[config.mk]
export PLATFORM = sky130hd
export DESIGN_NAME = mac_pe_flat
export DESIGN_NICKNAME = d
export VERILOG_FILES = /design/src/rtl/mac_pkg.sv /design/src/rtl/mac_pe_if.sv /design/src/rtl/mac_sat_add.sv /design/src/rtl/mac_pe.sv /design/src/flat_wrapper.sv
export SDC_FILE = /design/constraint.sdc
export NUM_CORES = 1
export LEC_CHECK = 0
export BUFFER_PORTS_ARGS = -buffer_cell sky130_fd_sc_hd__buf_2
export CORE_ASPECT_RATIO = 1.2
export CORE_UTILIZATION = 41
export CTS_BUF_LIST = sky130_fd_sc_hd__clkbuf_8 sky130_fd_sc_hd__clkbuf_16
export CTS_CLUSTER_SIZE = 40
export DETAILED_ROUTE_END_ITERATION = 8
export PLACE_DENSITY = 0.62
export SLEW_MARGIN = 20
export SYNTH_ARGS = -nofsm -noshare
export SYNTH_HDL_FRONTEND = slang
export SYNTH_SLANG_ARGS = --single-unit
[constraint.sdc]
create_clock -name clk -period 4.1 [get_ports clk]
set_input_delay 0.82 -clock clk [delete_from_list [all_inputs] [get_ports clk]]
set_output_delay 0.82 -clock clk [all_outputs]
set_load 0.01 [all_outputs]
[src/rtl/mac_pkg.sv]
// Shared types and default widths for the multiply-accumulate processing element.
// Holds the FSM state encoding and the default operand/accumulator widths.
// Ports: none (package).
package mac_pkg;

    localparam int DATA_WIDTH_DEF = 8;
    localparam int ACC_WIDTH_DEF  = 24;
    localparam int LEN_WIDTH      = 16;

    typedef enum logic [1:0] {
        IDLE  = 2'd0,
        RUN   = 2'd1,
        DRAIN = 2'd2,
        DONE  = 2'd3
    } mac_state_t;

endpackage

[src/rtl/mac_pe_if.sv]
// Handshake/data bundle between a MAC processing element and its controller.
// master drives control, length and operands; slave returns ready, chained b, result and status.
// Ports: start, clr, len, in_valid/in_ready, a_in, b_in, b_out, b_valid_out, acc_out, acc_valid, ovf, busy.
interface mac_pe_if
    import mac_pkg::*;
#(
    parameter int DATA_WIDTH = DATA_WIDTH_DEF,
    parameter int ACC_WIDTH  = ACC_WIDTH_DEF
);
    logic                  start;
    logic                  clr;
    logic [LEN_WIDTH-1:0]  len;
    logic                  in_valid;
    logic                  in_ready;
    logic [DATA_WIDTH-1:0] a_in;
    logic [DATA_WIDTH-1:0] b_in;
    logic [DATA_WIDTH-1:0] b_out;
    logic                  b_valid_out;
    logic [ACC_WIDTH-1:0]  acc_out;
    logic                  acc_valid;
    logic                  ovf;
    logic                  busy;

    modport master (
        output start, clr, len, in_valid, a_in, b_in,
        input  in_ready, b_out, b_valid_out, acc_out, acc_valid, ovf, busy
    );

    modport slave (
        input  start, clr, len, in_valid, a_in, b_in,
        output in_ready, b_out, b_valid_out, acc_out, acc_valid, ovf, busy
    );

endinterface

[src/rtl/mac_sat_add.sv]
// Accumulator adder with optional clamp-on-overflow, signed or unsigned.
// Latency: combinational. Backpressure: none.
// Ports: a_dat (accumulator), b_dat (extended product), sum_dat, ovf (overflow of this add).
module mac_sat_add #(
    parameter int ACC_WIDTH = 24,
    parameter int SIGNED    = 0,
    parameter int SATURATE  = 1
) (
    input  logic [ACC_WIDTH-1:0] a_dat,
    input  logic [ACC_WIDTH-1:0] b_dat,
    output logic [ACC_WIDTH-1:0] sum_dat,
    output logic                 ovf
);

    localparam int MSB = ACC_WIDTH - 1;

    logic [ACC_WIDTH:0]   raw;
    logic [ACC_WIDTH-1:0] sat_val;

    always_comb begin
        raw     = {1'b0, a_dat} + {1'b0, b_dat};
        ovf     = 1'b0;
        sat_val = '1;
        if (SIGNED != 0) begin
            // Two's complement overflow: like-signed operands give an opposite-signed sum.
            ovf = (a_dat[MSB] == b_dat[MSB]) && (raw[MSB] != a_dat[MSB]);
            // Clamp toward the direction of the incoming term.
            sat_val = b_dat[MSB] ? {1'b1, {(ACC_WIDTH-1){1'b0}}}
                                 : {1'b0, {(ACC_WIDTH-1){1'b1}}};
        end else begin
            ovf = raw[ACC_WIDTH];
        end
        sum_dat = (ovf && (SATURATE != 0)) ? sat_val : raw[ACC_WIDTH-1:0];
    end

endmodule

[src/rtl/mac_pe.sv]
// Two-stage multiply-accumulate processing element computing a len-term dot product.
// Latency: acc_valid 3 cycles after the last accepted term (product reg, add, drain/done).
// Backpressure: in_ready high only in RUN while terms remain; b_out chains accepted b operands.
module mac_pe
    import mac_pkg::*;
#(
    parameter int DATA_WIDTH = DATA_WIDTH_DEF,
    parameter int ACC_WIDTH  = ACC_WIDTH_DEF,
    parameter int SIGNED     = 0,
    parameter int SATURATE   = 1
) (
    input  logic     clk,
    input  logic     rst_n,
    mac_pe_if.slave  bus
);

    localparam int PW = 2 * DATA_WIDTH;

    mac_state_t            state_q, state_d;
    logic [LEN_WIDTH-1:0]  rem_q, rem_d;
    logic [PW-1:0]         prod_q, prod_d;
    logic                  prod_vld_q, prod_vld_d;
    logic [DATA_WIDTH-1:0] b_q, b_d;
    logic                  b_vld_q, b_vld_d;
    logic [ACC_WIDTH-1:0]  acc_q, acc_d;
    logic                  ovf_q, ovf_d;

    logic                  in_ready;
    logic                  accept;
    logic                  start_ok;
    logic [PW-1:0]         a_ext, b_ext;
    logic [ACC_WIDTH-1:0]  prod_ext;
    logic [ACC_WIDTH-1:0]  sum;
    logic                  add_ovf;

    assign in_ready = (state_q == RUN) && (rem_q != '0);
    assign accept   = bus.in_valid && in_ready && !bus.clr;
    assign start_ok = (state_q == IDLE) && bus.start && !bus.clr;

    // Operands are widened to the product width first so the low PW bits of the
    // multiply are correct for both two's complement and unsigned operands.
    always_comb begin
        if (SIGNED != 0) begin
            a_ext    = {{DATA_WIDTH{bus.a_in[DATA_WIDTH-1]}}, bus.a_in};
            b_ext    = {{DATA_WIDTH{bus.b_in[DATA_WIDTH-1]}}, bus.b_in};
            prod_ext = ACC_WIDTH'($signed(prod_q));
        end else begin
            a_ext    = {{DATA_WIDTH{1'b0}}, bus.a_in};
            b_ext    = {{DATA_WIDTH{1'b0}}, bus.b_in};
            prod_ext = ACC_WIDTH'(prod_q);
        end
    end

    mac_sat_add #(
        .ACC_WIDTH (ACC_WIDTH),
        .SIGNED    (SIGNED),
        .SATURATE  (SATURATE)
    ) u_sat_add (
        .a_dat   (acc_q),
        .b_dat   (prod_ext),
        .sum_dat (sum),
        .ovf     (add_ovf)
    );

    always_comb begin
        state_d    = state_q;
        rem_d      = rem_q;
        prod_d     = prod_q;
        prod_vld_d = 1'b0;
        b_d        = b_q;
        b_vld_d    = 1'b0;
        acc_d      = acc_q;
        ovf_d      = ovf_q;

        case (state_q)
            IDLE: begin
                if (start_ok) begin
                    rem_d   = bus.len;
                    acc_d   = '0;
                    ovf_d   = 1'b0;
                    state_d = (bus.len == '0) ? DONE : RUN;
                end
            end
            RUN: begin
                // Leave RUN one cycle after the final accept, once its product is
                // being added, so DRAIN/DONE see the complete sum.
                if (rem_q == '0) begin
                    state_d = DRAIN;
                end
            end
            DRAIN:   state_d = DONE;
            DONE:    state_d = IDLE;
            default: state_d = IDLE;
        endcase

        if (accept) begin
            rem_d      = rem_q - 1'b1;
            prod_d     = a_ext * b_ext;
            prod_vld_d = 1'b1;
            b_d        = bus.b_in;
            b_vld_d    = 1'b1;
        end

        if (prod_vld_q) begin
            acc_d = sum;
            ovf_d = ovf_q | add_ovf;
        end

        if (bus.clr) begin
            state_d    = IDLE;
            rem_d      = '0;
            acc_d      = '0;
            ovf_d      = 1'b0;
            prod_vld_d = 1'b0;
            b_vld_d    = 1'b0;
        end
    end

    always_ff @(posedge clk or negedge rst_n) begin
        if (!rst_n) begin
            state_q    <= IDLE;
            rem_q      <= '0;
            prod_q     <= '0;
            prod_vld_q <= 1'b0;
            b_q        <= '0;
            b_vld_q    <= 1'b0;
            acc_q      <= '0;
            ovf_q      <= 1'b0;
        end else begin
            state_q    <= state_d;
            rem_q      <= rem_d;
            prod_q     <= prod_d;
            prod_vld_q <= prod_vld_d;
            b_q        <= b_d;
            b_vld_q    <= b_vld_d;
            acc_q      <= acc_d;
            ovf_q      <= ovf_d;
        end
    end

    assign bus.in_ready    = in_ready;
    assign bus.b_out       = b_q;
    assign bus.b_valid_out = b_vld_q;
    assign bus.acc_out     = acc_q;
    assign bus.acc_valid   = (state_q == DONE);
    assign bus.ovf         = ovf_q;
    assign bus.busy        = (state_q != IDLE);

endmodule

[src/flat_wrapper.sv]
// flat-port wrapper written by rule: the top's interface ports become plain ports
module mac_pe_flat import mac_pkg::*;
#(
    parameter int DATA_WIDTH = DATA_WIDTH_DEF,
    parameter int ACC_WIDTH  = ACC_WIDTH_DEF,
    parameter int SIGNED     = 0,
    parameter int SATURATE   = 1
)
  (clk, rst_n, bus_start, bus_clr, bus_len, bus_in_valid, bus_a_in, bus_b_in, bus_in_ready, bus_b_out, bus_b_valid_out, bus_acc_out, bus_acc_valid, bus_ovf, bus_busy);
  mac_pe_if #(.DATA_WIDTH(DATA_WIDTH), .ACC_WIDTH(ACC_WIDTH)) bus_i ();
  input  logic clk;
  input  logic rst_n;
  input wire logic [$bits(bus_i.start)-1:0] bus_start;
  input wire logic [$bits(bus_i.clr)-1:0] bus_clr;
  input wire logic [$bits(bus_i.len)-1:0] bus_len;
  input wire logic [$bits(bus_i.in_valid)-1:0] bus_in_valid;
  input wire logic [$bits(bus_i.a_in)-1:0] bus_a_in;
  input wire logic [$bits(bus_i.b_in)-1:0] bus_b_in;
  output wire logic [$bits(bus_i.in_ready)-1:0] bus_in_ready;
  output wire logic [$bits(bus_i.b_out)-1:0] bus_b_out;
  output wire logic [$bits(bus_i.b_valid_out)-1:0] bus_b_valid_out;
  output wire logic [$bits(bus_i.acc_out)-1:0] bus_acc_out;
  output wire logic [$bits(bus_i.acc_valid)-1:0] bus_acc_valid;
  output wire logic [$bits(bus_i.ovf)-1:0] bus_ovf;
  output wire logic [$bits(bus_i.busy)-1:0] bus_busy;
  assign bus_i.start = bus_start;
  assign bus_i.clr = bus_clr;
  assign bus_i.len = bus_len;
  assign bus_i.in_valid = bus_in_valid;
  assign bus_i.a_in = bus_a_in;
  assign bus_i.b_in = bus_b_in;
  assign bus_in_ready = bus_i.in_ready;
  assign bus_b_out = bus_i.b_out;
  assign bus_b_valid_out = bus_i.b_valid_out;
  assign bus_acc_out = bus_i.acc_out;
  assign bus_acc_valid = bus_i.acc_valid;
  assign bus_ovf = bus_i.ovf;
  assign bus_busy = bus_i.busy;
  mac_pe #(.DATA_WIDTH(DATA_WIDTH), .ACC_WIDTH(ACC_WIDTH), .SIGNED(SIGNED), .SATURATE(SATURATE)) u_core (.clk(clk), .rst_n(rst_n), .bus(bus_i));
endmodule
# Word-level counts from Yosys, hierarchy flattened
# Cells that the tools add are included.
[op_classes] n_addsub=2 bitwise=1 eq_ne=5 multipliers=1 reduce_logical=18 mux=20
[ops] op="2-to-1 mux 24 bit" count=5
[ops] op="2-to-1 mux 16 bit" count=4
[ops] op="logical NOT 16 bit" count=2
[ops] op="adder 24 x 16 -> 25 bit" count=1
[ops] op="multiplier 8 x 8 -> 16 bit" count=1
[ops] op="nonzero test 16 bit" count=1
[ops] op="subtractor 16 x 1 -> 16 bit, second input constant" count=1
[ops] op="nonzero test 3 bit" count=4
[ops] op="2-to-1 mux 2 bit" count=4
[ops] op="one-hot mux 2 bit (4 select lines)" count=1
[ops] op="2-to-1 mux 1 bit" count=6
[ops] op="AND reduction 2 bit" count=3
[ops] op="logical AND 1 bit" count=5
[ops] op="equality test 2 bit, second input constant" count=2
[ops] op="!= test 3 x 2 -> 1 bit, second input constant" count=1
[ops] op="!= test 3 bit, second input constant" count=1
[ops] op="equality test 2 x 1 -> 1 bit, second input constant" count=1
[ops] op="logical NOT 2 bit" count=1
[ops] op="nonzero test 2 bit" count=1
[ops] op="logical NOT 1 bit" count=1
[ops] op="bitwise OR 1 bit" count=1
[word_totals] register_bits=68 output_inout_bits=37 inputBits=37

# Logic depth before layout (Yosys ltp)
# Gate-level depths: netlist of the first run.
[depth] depth_word=7 depth_mapped=17 ltp_nobuf=17

# Modules after synthesis
# Synthesis of the first run repeated with hierarchy kept, for this count alone.
[unflattened] hier_cells=769 hier_area_um2=6769.0
[modules_own_cells] mod="mac_pe" cells_each=546 instances=1 seq_area_each_um2=1701.6 area_per_inst_um2=5175.0
[modules_own_cells] mod="mac_sat_add" cells_each=223 instances=1 seq_area_each_um2=0.0 area_per_inst_um2=1594.0

# Worst setup path after synthesis of the first run
# No wires, ideal clock.
[synth_path] kind="input-to-reg" from="in bus_b_in[4]" to="reg u_core.prod_q[15]" required_ps=3974 arrival_time_ps=4480 cell_stages=15 n_path_buf=0 slack_ps=-507 setup_ps=126 cell_sequence="and2_1 > fa_1 > fa_1 > inv_1 > fa_1 > fa_1 > inv_1 > ha_1 > o21a_1 > o31a_1 > nor4_1 > o31ai_1 > o31ai_1 > xnor2_1 > o21ai_0"
[synth_between] elab_chain_cells=1
[synth_rtl] item="start: declaration" line_no="flat_wrapper.sv:18" source="input wire logic [$bits(bus_i.b_in)-1:0] bus_b_in;"
[synth_rtl] item="multiplier 8 x 8 -> 16 bit" line_no="mac_pe.sv:98" source="prod_d = a_ext * b_ext;"
[synth_rtl] item="end signal: assignment" line_no="mac_pe.sv:132" source="prod_q <= prod_d;"
[synth_rtl] item="end: declaration" line_no="mac_pe.sv:21" source="logic [PW-1:0] prod_q, prod_d;"
# Every way passes these cells.
# A chain may end at the register's enable or synchronous reset.

# Worst setup path after layout of the first run
# Same ends and word-level chain as after synthesis.

==> results of run 1 <==
## report_power, final
group	switching (mW)	leakage, nW	internal (mW)
clock network	0.293	0.158	0.561
registers	0.133	0.900	0.844
logic	1.16	2.76	0.999
## registers in the layout, summed over array words and instances, names as in the netlist
name and count:
u_core.bus.acc_out 24, u_core.state_q 2, u_core.bus.b_out 8, u_core.rem_q 16
u_core.bus.ovf 1, u_core.prod_q 16, u_core.prod_vld_q 1
## per-stage QoR
step           power, mW   util  TNS [ps]  area [µm²]  hold WS [ps]
5_1_grt             4.32  0.527     -1300        7600           497
6_report            3.99  0.527      -285        7600           473
3_3_place_gp        2.84  0.487     -3400        7020           458
4_1_cts             3.93  0.521      -132        7520           476
3_5_place_dp        2.90  0.487     -3770        7020           461
2_1_floorplan       2.32      -      -738        6160           443
## cell usage in the layout, fill, tap and decap left out, types with 17 or more instances in the layout
cell type,count
buf_2,61
inv_1,59
dfrtp_1,68
ha_1,51
nor2_1,17
a21oi_1,22
and2_1,46
o21ai_0,49
buf_4,54
nand2_1,102
fa_1,34
## final timing paths
check	endpoint	slack [ps]	cells past startpoint
hold reg to reg	u_core.bus.b_out[0]	470	2
min in group asynchronous	u_core.bus.acc_out[1]	600	1
setup / recovery	u_core.prod_q[15]	-110	16
hold / removal	u_core.bus.b_out[0]	470	2
setup reg to reg	u_core.bus.acc_out[20]	850	10
max in group asynchronous	u_core.prod_q[14]	2670	2
## timing repair
action | CTS | global route
setup endpoints to repair | 6 | 7
buffers inserted | 4 | 0
gates resized for setup | 36 | 19
pin swaps | 23 | 7
## cell type report
type	count	area, µm²
Clock buffer	11	253
Clock inverter	4	72.6
Fill cell	1336	6820
Inverter	63	236
Multi-Input combinational cell	537	4270
Sequential cell	68	1700
Tap cell	175	219
Timing Repair Buffer	126	851
## logic make-up (layout without fill, tap and decap cells)
group           Yosys count  count (layout)
simple gates            261             261
compound gates          154             154
fa+ha+maj                96              96
buf+inv                  83             204
flops                    68              68
xor+xnor                 25              25
mux                       1               1
## worst max-delay path: cells and delay by family
kind                       cells  cell delay, ps
xor gates and xnor gates       1             150
adders and majority gates      5            2150
AOI/OAI and AO/OA              5             770
and+or+nand+nor                1             160
buffers and inverters          4             360
## routing by layer
layer,track usage,part of all wire,vias to the layer above
met5,0,0,-
met4,0.0658,0.017,0
met1,0.256,0.45,2512
met2,0.349,0.50,105
li1,-,-,2622
met3,0.0367,0.031,26
==> qor.txt, run 1 <==
Syn Area/Cell: 8.83 µm²
async set-or-reset flop fraction in the synthesized netlist: 1.00
Synth Cell Area: 6070 µm²
Final WS setup: -107 ps
root buffer cell: clkbuf_16
Detail Placement HPWL: 11.2 mm
pre-CTS setup slack: -647 ps
Hold Vio Cnt, Final: 0
maxcap violations: 0
Placed Cells: 965
total wire length: 14.5 mm
Seq/Total Area, Yosys: 0.280
Port Buf Inserts: 73
flops & latches, synth: 68
Net Count, Synth: 821
post-synthesis cell count: 688
fin crit share: 1.03
YS warnings: 0
status: complete, but fails checks
H-tree depth: 3
share of post-route cells with drive strength above 1: 0.236
drt drc: 0
largest area contributor in the netlist: dfrtp_1
Final setup viols: 5
CTS buffer count: 9
crit path DAT: 4420 ps
most frequent CP cell: fa_1
full die area: 15300 µm²
Max Fclk: 0.238 GHz
Main synth FF type: dfrtp_1
Starting Density: 0.421
first-pass GRT wire length: 24.8 mm
peak supply drop: 0.212 mV
critical path's slowest cell: fa_1
Final Max Tran Viols: 0
critical path capture point type: flip-flop
most frequent cell after synthesis: nand2_1
DIE WIDTH: 113 µm
CP max FO: 8
Adder-Cell Fraction of Synth Area: 0.243
Reg clk slew, reported paths: 60 ps
Hold Startpoint: u_core.bus.b_out[0]
die height: 135 µm
CP startpoint kind: input pin
largest net degree at the start of global routing: 41
HP Class: flip-flop to flip-flop
GPL Wtd Cong: 0.864
Cell Pwr Density: 525 nW/µm²
ANT nets after route: 0
Clock Latency Late Sink: 340 ps
distinct cell type count after synthesis: 61
FP Rows: 48
Relative slew margins: 0.401
Layout area overhead: 25.1%
antenna violations before repair: 0
CP required: 4310 ps
grt ovf: 0
critical path launch point: bus_b_in[4]
leakage power: 3.81 nW
post-synthesis xor/xnor area fraction: 0.0360
Worst Tran Pin Value: 899 ps
First DRT Iteration DRCs: 249
Post-synth EDFFs: 0
Post-Layout Cell Count: 984
largest family of logic cells by synthesized area: adder cells
r2r startpoint: u_core.prod_q[0]
Synth Area in Simple Gates: 0.222
critical-path cell list: buf_6, and2_4, fa_1, fa_1, fa_1, inv_1, fa_1, inv_1, ha_2, a21o_1, buf_4, a31oi_4, o31ai_2, o31ai_1, xnor2_1, o21ai_1
CTS tree: done
Final Critical Period: 4210 ps
post-synthesis compound-gate area fraction: 0.160
multiplexer area fraction after synthesis: 0.00247
critical path class: input pin to flip-flop
number of diodes: 0
Longest Clk Path Bufs: 2
RSZ-0062 raised after global routing: true
Post-layout nets: 938
Vias per Instance: 5.35
vias in the first global route: 5153
drt wl/cell: 14.8 µm
post-synth top area share: 0.280
dominant cells by area after synthesis: dfrtp_1 28%, fa_1 12%, ha_1 12%
core area: 14400 µm²
Pre-antenna DRT Iters: 4
CP max stage delay: 570 ps
violated checks: setup timing
GRT Total Usage: 0.202
synth cell count leaders: 107 x nand2_1, 68 x dfrtp_1, 62 x inv_1
CTS hold repair buffers: 0
Vias: 5265
Top-Level Pins: 74
CTS sink cnt: 68
final clock skew: 8.92 ps
Note: power is estimated with default switching activity, not from simulation.
==> run 2: changes to the inputs <==
Settings changed: MAX_ROUTING_LAYER set to met4.
==> run 2 against run 1 <==
Design area shrank 0.44%. First-iteration DRC count grew 2.0%. Via count shrank 1.8%. Combinational power shrank 4%. The run still ends with setup timing left. Utilization shrank 0.23 points. Global-route usage shrank 0.34 points. Clock power shrank 0.9%. Routed wire length shrank 4.7%. Count of clock-buffer cells in the layout shrank 1. Non-clock buffer count shrank 4. Setup slack gained 31 ps.
==> qor.txt, run 2 (synthesis results as in run 1) <==
CP top delay family: adder cells
leakage power: 3.77 nW (-1.2%)
CTS buffer count: 9 (unchanged)
Final setup viols: 5 (unchanged)
critical path class: input pin to flip-flop
sum of negative setup slack: -258 ps (+27.1 ps)
Vias per Instance: 5.27 (-1.5%)
GRT Total Usage: 0.199 (-0.00344)
peak supply drop: 0.210 mV (-0.96%)
number of diodes: 0 (unchanged)
largest net degree at the start of global routing: 40 (-2.4%)
Clock Latency Late Sink: 340 ps (about the same)
most frequent cells in the layout: 102 x nand2_1, 68 x dfrtp_1, 61 x buf_2
antenna violations before repair: 0 (unchanged)
Final Max Tran Viols: 0 (unchanged)
Layout area overhead: 24.5%
CP required: 4310 ps (about the same)
# fillers: 1345 (+0.67%)
hold_ws: 480 ps (+7.55 ps)
Final WS setup: -76.0 ps (+31.4 ps)
Reg clk slew, reported paths: 60 ps (about the same)
first-pass GRT wire length: 23.9 mm (-3.6%)
root buffer cell: clkbuf_16
RSZ-0062 raised after global routing: true
share of post-route cells with drive strength above 1: 0.234 (-0.00160)
final clock skew: 8.79 ps (-0.127 ps)
ANT nets after route: 0 (unchanged)
vias in the first global route: 5147 (-0.12%)
First DRT Iteration DRCs: 254 (+2.0%)
Port Buf Inserts: 73 (unchanged)
critical path capture point type: flip-flop
Worst Tran Pin Value: 853 ps (-45.7 ps)
Max Fclk: 0.239 GHz (+0.75%)
fin util: 0.525 (-0.00234)
grt ovf: 0 (unchanged)
multi-input logic area: 4260 µm² (-0.12%)
Post-layout nets: 934 (-0.43%)
Longest Clk Path Bufs: 2 (unchanged)
WP buf/inv: 6 (+2)
drt wl/cell: 14.1 µm (-4.4%)
CP max stage delay: 540 ps (-30 ps)
Hold Vio Cnt, Final: 0 (unchanged)
HP Class: flip-flop to flip-flop
H-tree depth: 3 (unchanged)
core area: 14400 µm² (unchanged)
fin crit share: 1.02 (-0.00765)
Cell Pwr Density: 516 nW/µm² (-1.6%)
Relative slew margins: 0.431 (+0.0305)
Detail Placement HPWL: 11.1 mm (-1.3%)
total wire length: 13.9 mm (-4.7%)
crit path DAT: 4390 ps (-30 ps)
CP max FO: 7 (-1)
critical-path cell list: buf_6, nand2_2, fa_1, fa_1, inv_2, fa_1, inv_2, fa_1, inv_2, ha_4, buf_4, o21a_1, o21ai_2, buf_4, nor2_1, nor2_1, xor2_1, o21ai_1
violated checks: setup timing
CP startpoint kind: input pin
CTS tree: done
critical path's slowest cell: fa_1
DIE WIDTH: 113 µm (unchanged)
GPL Wtd Cong: 0.885 (+2.4%)
die height: 135 µm (unchanged)
status: complete, but fails checks
Starting Density: 0.421 (unchanged)
Vias: 5171 (-1.8%)
Top-Level Pins: 74 (unchanged)
commonest non-fill, non-tap cell in the layout: nand2_1
pre-CTS setup slack: -603 ps (+43.5 ps)
CTS sink cnt: 68 (unchanged)
Tot Pwr: 3.90 mW (-2.0%)
maxcap violations: 0 (unchanged)
area taken by flip-flops and latches: 1700 µm² (unchanged)
full die area: 15300 µm² (unchanged)
FP Rows: 48 (unchanged)
max reg flops: 24 (unchanged)
drt drc: 0 (unchanged)
Final Critical Period: 4180 ps (-31.4 ps)
Pre-antenna DRT Iters: 4 (unchanged)
most frequent CP cell: fa_1
[run 2: final timing paths]
path | from | end | slack, ps | cells past startpoint
worst min-delay path | u_core.bus.b_out[1] | u_core.bus.b_out[1] | 480 | 2
min in group asynchronous | rst_n | u_core.bus.acc_out[4] | 590 | 1
worst min register to register | u_core.bus.b_out[1] | u_core.bus.b_out[1] | 480 | 2
worst max-delay path | bus_a_in[4] | u_core.prod_q[10] | -80 | 18
max in group asynchronous | rst_n | u_core.rem_q[15] | 2700 | 2
worst max register to register | u_core.prod_q[0] | u_core.bus.acc_out[20] | 910 | 10
[run 2: layer usage]
layer  vias up  GRT usage  wire length, µm
met5         -          -                0
li1       2615          -                -
met2        84      0.334             6900
met3        15     0.0309              367
met4         0     0.0607              146
met1      2457      0.247             6440
[run 2: layout make-up]
cell class	instances	area share
multi-input cells	537	0.563
flip-flops and latches	68	0.225
repair buffers	122	0.109
clock buffers	10	0.0316
inverters	63	0.0313
well taps	175	0.0289
clock inverters	6	0.0116
[run 2: worst reg2reg max path, stage by stage (launching register included)]
cell	delay [ps]
dfrtp_1	370
ha_1	200
inv_1	60
fa_1	410
nand2b_1	190
a21oi_1	200
o2111ai_1	260
a21oi_2	410
and3_1	440
nand2_1	350
o311ai_0	190
[run 2: through the flow]
step / instance area, µm² / cells
after floorplan: 6160 / 688
after global placement: 7020 / 965
after detailed placement: 7020 / 965
after global routing: 7560 / 981
final: 7560 / 981
after CTS: 7510 / 981
[run 2: repair_timing]
action,in CTS,in global routing
gates resized for setup,42,15
buffers inserted,0,0
pin swaps,27,10
endpoints found under the setup margin,5,7
hold buffers,0,0
[run 2: where the power goes]
group          internal (mW)  switching (mW)
combinational          0.969            1.11
clock                  0.548           0.298
sequential             0.844           0.134
total                   2.36            1.54
==> run 3: changes to the inputs <==
--- a/config.mk
+++ b/config.mk
@@ -7,2 +7,3 @@
 export LEC_CHECK = 0
+export ABC_AREA = 1
 export BUFFER_PORTS_ARGS = -buffer_cell sky130_fd_sc_hd__buf_2
@@ -14,3 +15,3 @@
 export MAX_ROUTING_LAYER = met4
-export PLACE_DENSITY = 0.62
+export PLACE_DENSITY = 0.61
 export SLEW_MARGIN = 20
==> constraint.sdc (replaced) <==
create_clock -name clk -period 4.1 [get_ports clk]
set_input_delay 0 -clock clk [delete_from_list [all_inputs] [get_ports clk]]
set_output_delay 0 -clock clk [all_outputs]
set_load 0.01 [all_outputs]
==> run 3 against run 2 <==
The run now ends clean. Setup slack better by 230 ps. Clock power increased by 2%. Count of clock-buffer cells in the layout unchanged. Sequential power hardly changed. Design area is 8.3% higher. First-iteration DRC count down 4.7%. Critical path type unchanged. Critical endpoint is now u_core.prod_q[11]. Largest power group unchanged.
==> qor.txt, run 3 <==
status: completed
Post-synth EDFFs: 0 (unchanged)
post-synthesis compound-gate area fraction: 0.0454 (-0.115)
die height: 147 µm (+8.7%)
Synth Area in Simple Gates: 0.344 (+0.121)
dominant cells by area after synthesis: dfrtp_1 24%, nand2_1 22%, inv_1 11%
antenna violations before repair: 0 (unchanged)
post-synthesis cell count: 1086 (+58%)
drt drc: 0 (unchanged)
full die area: 18100 µm² (+18%)
Final Critical Period: 3950 ps (-229 ps)
most frequent cells in the layout: 424 x nand2_1, 210 x inv_1, 71 x buf_2
share of post-route cells with drive strength above 1: 0.109 (-0.125)
area taken by flip-flops and latches: 1700 µm² (unchanged)
H-tree depth: 3 (unchanged)
YS warnings: 0 (unchanged)
largest area contributor in the netlist: dfrtp_1
multiplexer area fraction after synthesis: 0 (-0.00247)
Relative slew margins: 0.405 (-0.0267)
Tot Pwr: 3.89 mW (-0.33%)
CP max stage delay: 550 ps (about the same)
Top-Level Pins: 74 (unchanged)
multi-input logic area: 4550 µm² (+6.9%)
# fillers: 1807 (+34%)
Longest Clk Path Bufs: 2 (unchanged)
Syn Area/Cell: 6.63 µm² (-25%)
Post-layout nets: 1288 (+38%)
GRT Total Usage: 0.218 (+0.0188)
critical path class: input pin to flip-flop
distinct cell type count after synthesis: 36 (-41%)
critical-path cell list: dlygate4sd3_1, buf_2, nand2_1, inv_1, fa_1, fa_1, inv_1, fa_1, fa_1, inv_1, ha_1, a21oi_1, o21ai_2, nand2_1, nand2_1, nand2_1, nand2_1, a21oi_2, o21ai_1, nand2_1
max reg flops: 24 (unchanged)
number of diodes: 0 (unchanged)
Hold Vio Cnt, Final: 0 (unchanged)
root buffer cell: clkbuf_16
CP startpoint kind: input pin
Vias per Instance: 4.73 (-10%)
core area: 17000 µm² (+18%)
crit path DAT: 4230 ps (-160 ps)
Detail Placement HPWL: 13.6 mm (+23%)
Layout area overhead: 13.7%
Max Fclk: 0.253 GHz (+5.8%)
total wire length: 17.6 mm (+27%)
GPL Wtd Cong: 0.908 (+2.6%)
fin crit share: 0.963 (-0.0559)
Main synth FF type: dfrtp_1
FP Rows: 52 (+8.3%)
critical path capture point type: flip-flop
CTS buffer count: 9 (unchanged)
flops & latches, synth: 68 (unchanged)
post-synthesis xor/xnor area fraction: 0.0316 (-0.00442)
synth cell count leaders: 424 x nand2_1, 210 x inv_1, 68 x dfrtp_1
largest family of logic cells by synthesized area: simple AND/OR/NAND/NOR gates
critical path's slowest cell: fa_1
Synth Cell Area: 7200 µm² (+19%)
Vias: 6507 (+26%)
CP required: 4380 ps (+70 ps)
CTS sink cnt: 68 (unchanged)
postcts setup bufs: 0 (unchanged)
RSZ-0062 raised after global routing: true
HP Class: input pin to flip-flop
first-pass GRT wire length: 29.9 mm (+25%)
Port Buf Inserts: 73 (unchanged)
most frequent cell after synthesis: nand2_1
sum of negative setup slack: 0 ps (+258 ps)
vias in the first global route: 6411 (+25%)
Seq/Total Area, Yosys: 0.236 (-0.0438)
post-synth top area share: 0.236 (-0.0438)
drt wl/cell: 12.8 µm (-9.3%)
Final setup viols: 0 (-5)
DIE WIDTH: 123 µm (+8.7%)
Net Count, Synth: 1219 (+48%)
leakage power: 5.03 nW (+33%)
Reg clk slew, reported paths: 60 ps (about the same)
commonest non-fill, non-tap cell in the layout: nand2_1
Clock Latency Late Sink: 340 ps (about the same)
Starting Density: 0.422 (+0.000975)
First DRT Iteration DRCs: 242 (-4.7%)
CP max FO: 9 (+2)
ANT nets after route: 0 (unchanged)
maxcap violations: 0 (unchanged)
largest net degree at the start of global routing: 69 (+73%)
CTS tree: done
final clock skew: 8.06 ps (-0.730 ps)
Worst Tran Pin Value: 893 ps (+40.1 ps)
Adder-Cell Fraction of Synth Area: 0.205 (-0.0381)
peak supply drop: 0.215 mV (+2.2%)
async set-or-reset flop fraction in the synthesized netlist: 1.00 (unchanged)
most frequent CP cell: nand2_1
Pre-antenna DRT Iters: 4 (unchanged)
grt ovf: 0 (unchanged)
Cell Pwr Density: 475 nW/µm² (-7.9%)
Final Max Tran Viols: 0 (unchanged)
[run 3: cell types whose count changed after synthesis, moves of 9 or more]
cell | before | now
o21ai_0 | 53 | 20
a21o_1 | 9 | 0
and2_1 | 56 | 4
inv_1 | 62 | 210
nand3_2 | 0 | 11
a31oi_1 | 17 | 1
nand2_1 | 107 | 424
nor2_1 | 17 | 60
nor4_1 | 14 | 1
o21ai_1 | 1 | 17
nand3_1 | 11 | 52
[run 3: cells by family (layout without fill, tap and decap cells)]
logic type / after synthesis / count (layout)
AND/OR/NAND/NOR: 590 / 590
buffers and inverters: 246 / 320
adder cells (fa/ha/maj): 96 / 96
flip-flops: 68 / 68
AO/OA/AOI/OAI: 60 / 60
XOR/XNOR: 26 / 26
[run 3: worst max-delay path: cells and delay by family]
family / cells / cell delay (ps)
simple gates: 6 / 420
compound gates: 4 / 590
buf+inv: 5 / 850
fa+ha+maj: 5 / 2360
[run 3: worst paths after layout]
path,slack (ps),endpoint,cells past startpoint,startpoint
worst max-delay path,150,u_core.prod_q[11],20,bus_b_in[4]
worst min register to register,470,u_core.bus.b_out[2],2,u_core.bus.b_out[2]
min in group asynchronous,320,u_core.bus.acc_out[18],2,rst_n
worst min-delay path,9,u_core.rem_q[12],4,bus_clr
max in group asynchronous,3190,u_core.bus.b_out[3],2,rst_n
worst max register to register,1740,u_core.bus.acc_out[20],12,u_core.bus.acc_out[0]
[run 3: area by class of cell]
type / count / area share
Multi-Input combinational cell: 772 / 0.556
Sequential cell: 68 / 0.208
Inverter: 214 / 0.0981
Timing Repair Buffer: 90 / 0.0654
Tap cell: 216 / 0.0330
Clock buffer: 10 / 0.0292
Clock inverter: 6 / 0.0107
[run 3: what timing repair did]
action                     4_1_cts  5_1_grt
hold endpoints to repair        82        0
hold buffers                    15        0
gates resized for setup          0        9
setup endpoints to repair        0        8
[run 3: routing by layer]
layer / vias to the layer above / global-route usage / part of all wire / wire length [µm]
li1: 3409 / - / - / -
met1: 2964 / 0.262 / 0.45 / 8000
met2: 107 / 0.370 / 0.49 / 8720
met3: 27 / 0.0318 / 0.032 / 558
met4: 0 / 0.0705 / 0.020 / 359
met5: - / - / 0 / 0
[run 3: stage by stage]
stage | cell area [µm²] | hold slack [ps] | cells | util | worst slack, ps
finish | 8190 | 9.06 | 1376 | 0.480 | 153
global route | 8190 | 19.4 | 1376 | 0.480 | -25.6
CTS | 8140 | 4.46 | 1376 | 0.478 | 80.1
detailed placement | 7670 | 193 | 1345 | 0.450 | 248
global placement | 7670 | 195 | 1345 | 0.450 | 300
floorplan | 7200 | -296 | 1086 | - | 465
[run 3: power by group]
part           switching [mW]  internal [mW]  leakage (nW)  total (mW)
sequential              0.136          0.839         0.907       0.975
clock                   0.317          0.548         0.151       0.864
combinational            1.26          0.797          3.97        2.05
total                    1.71           2.18          5.03        3.89
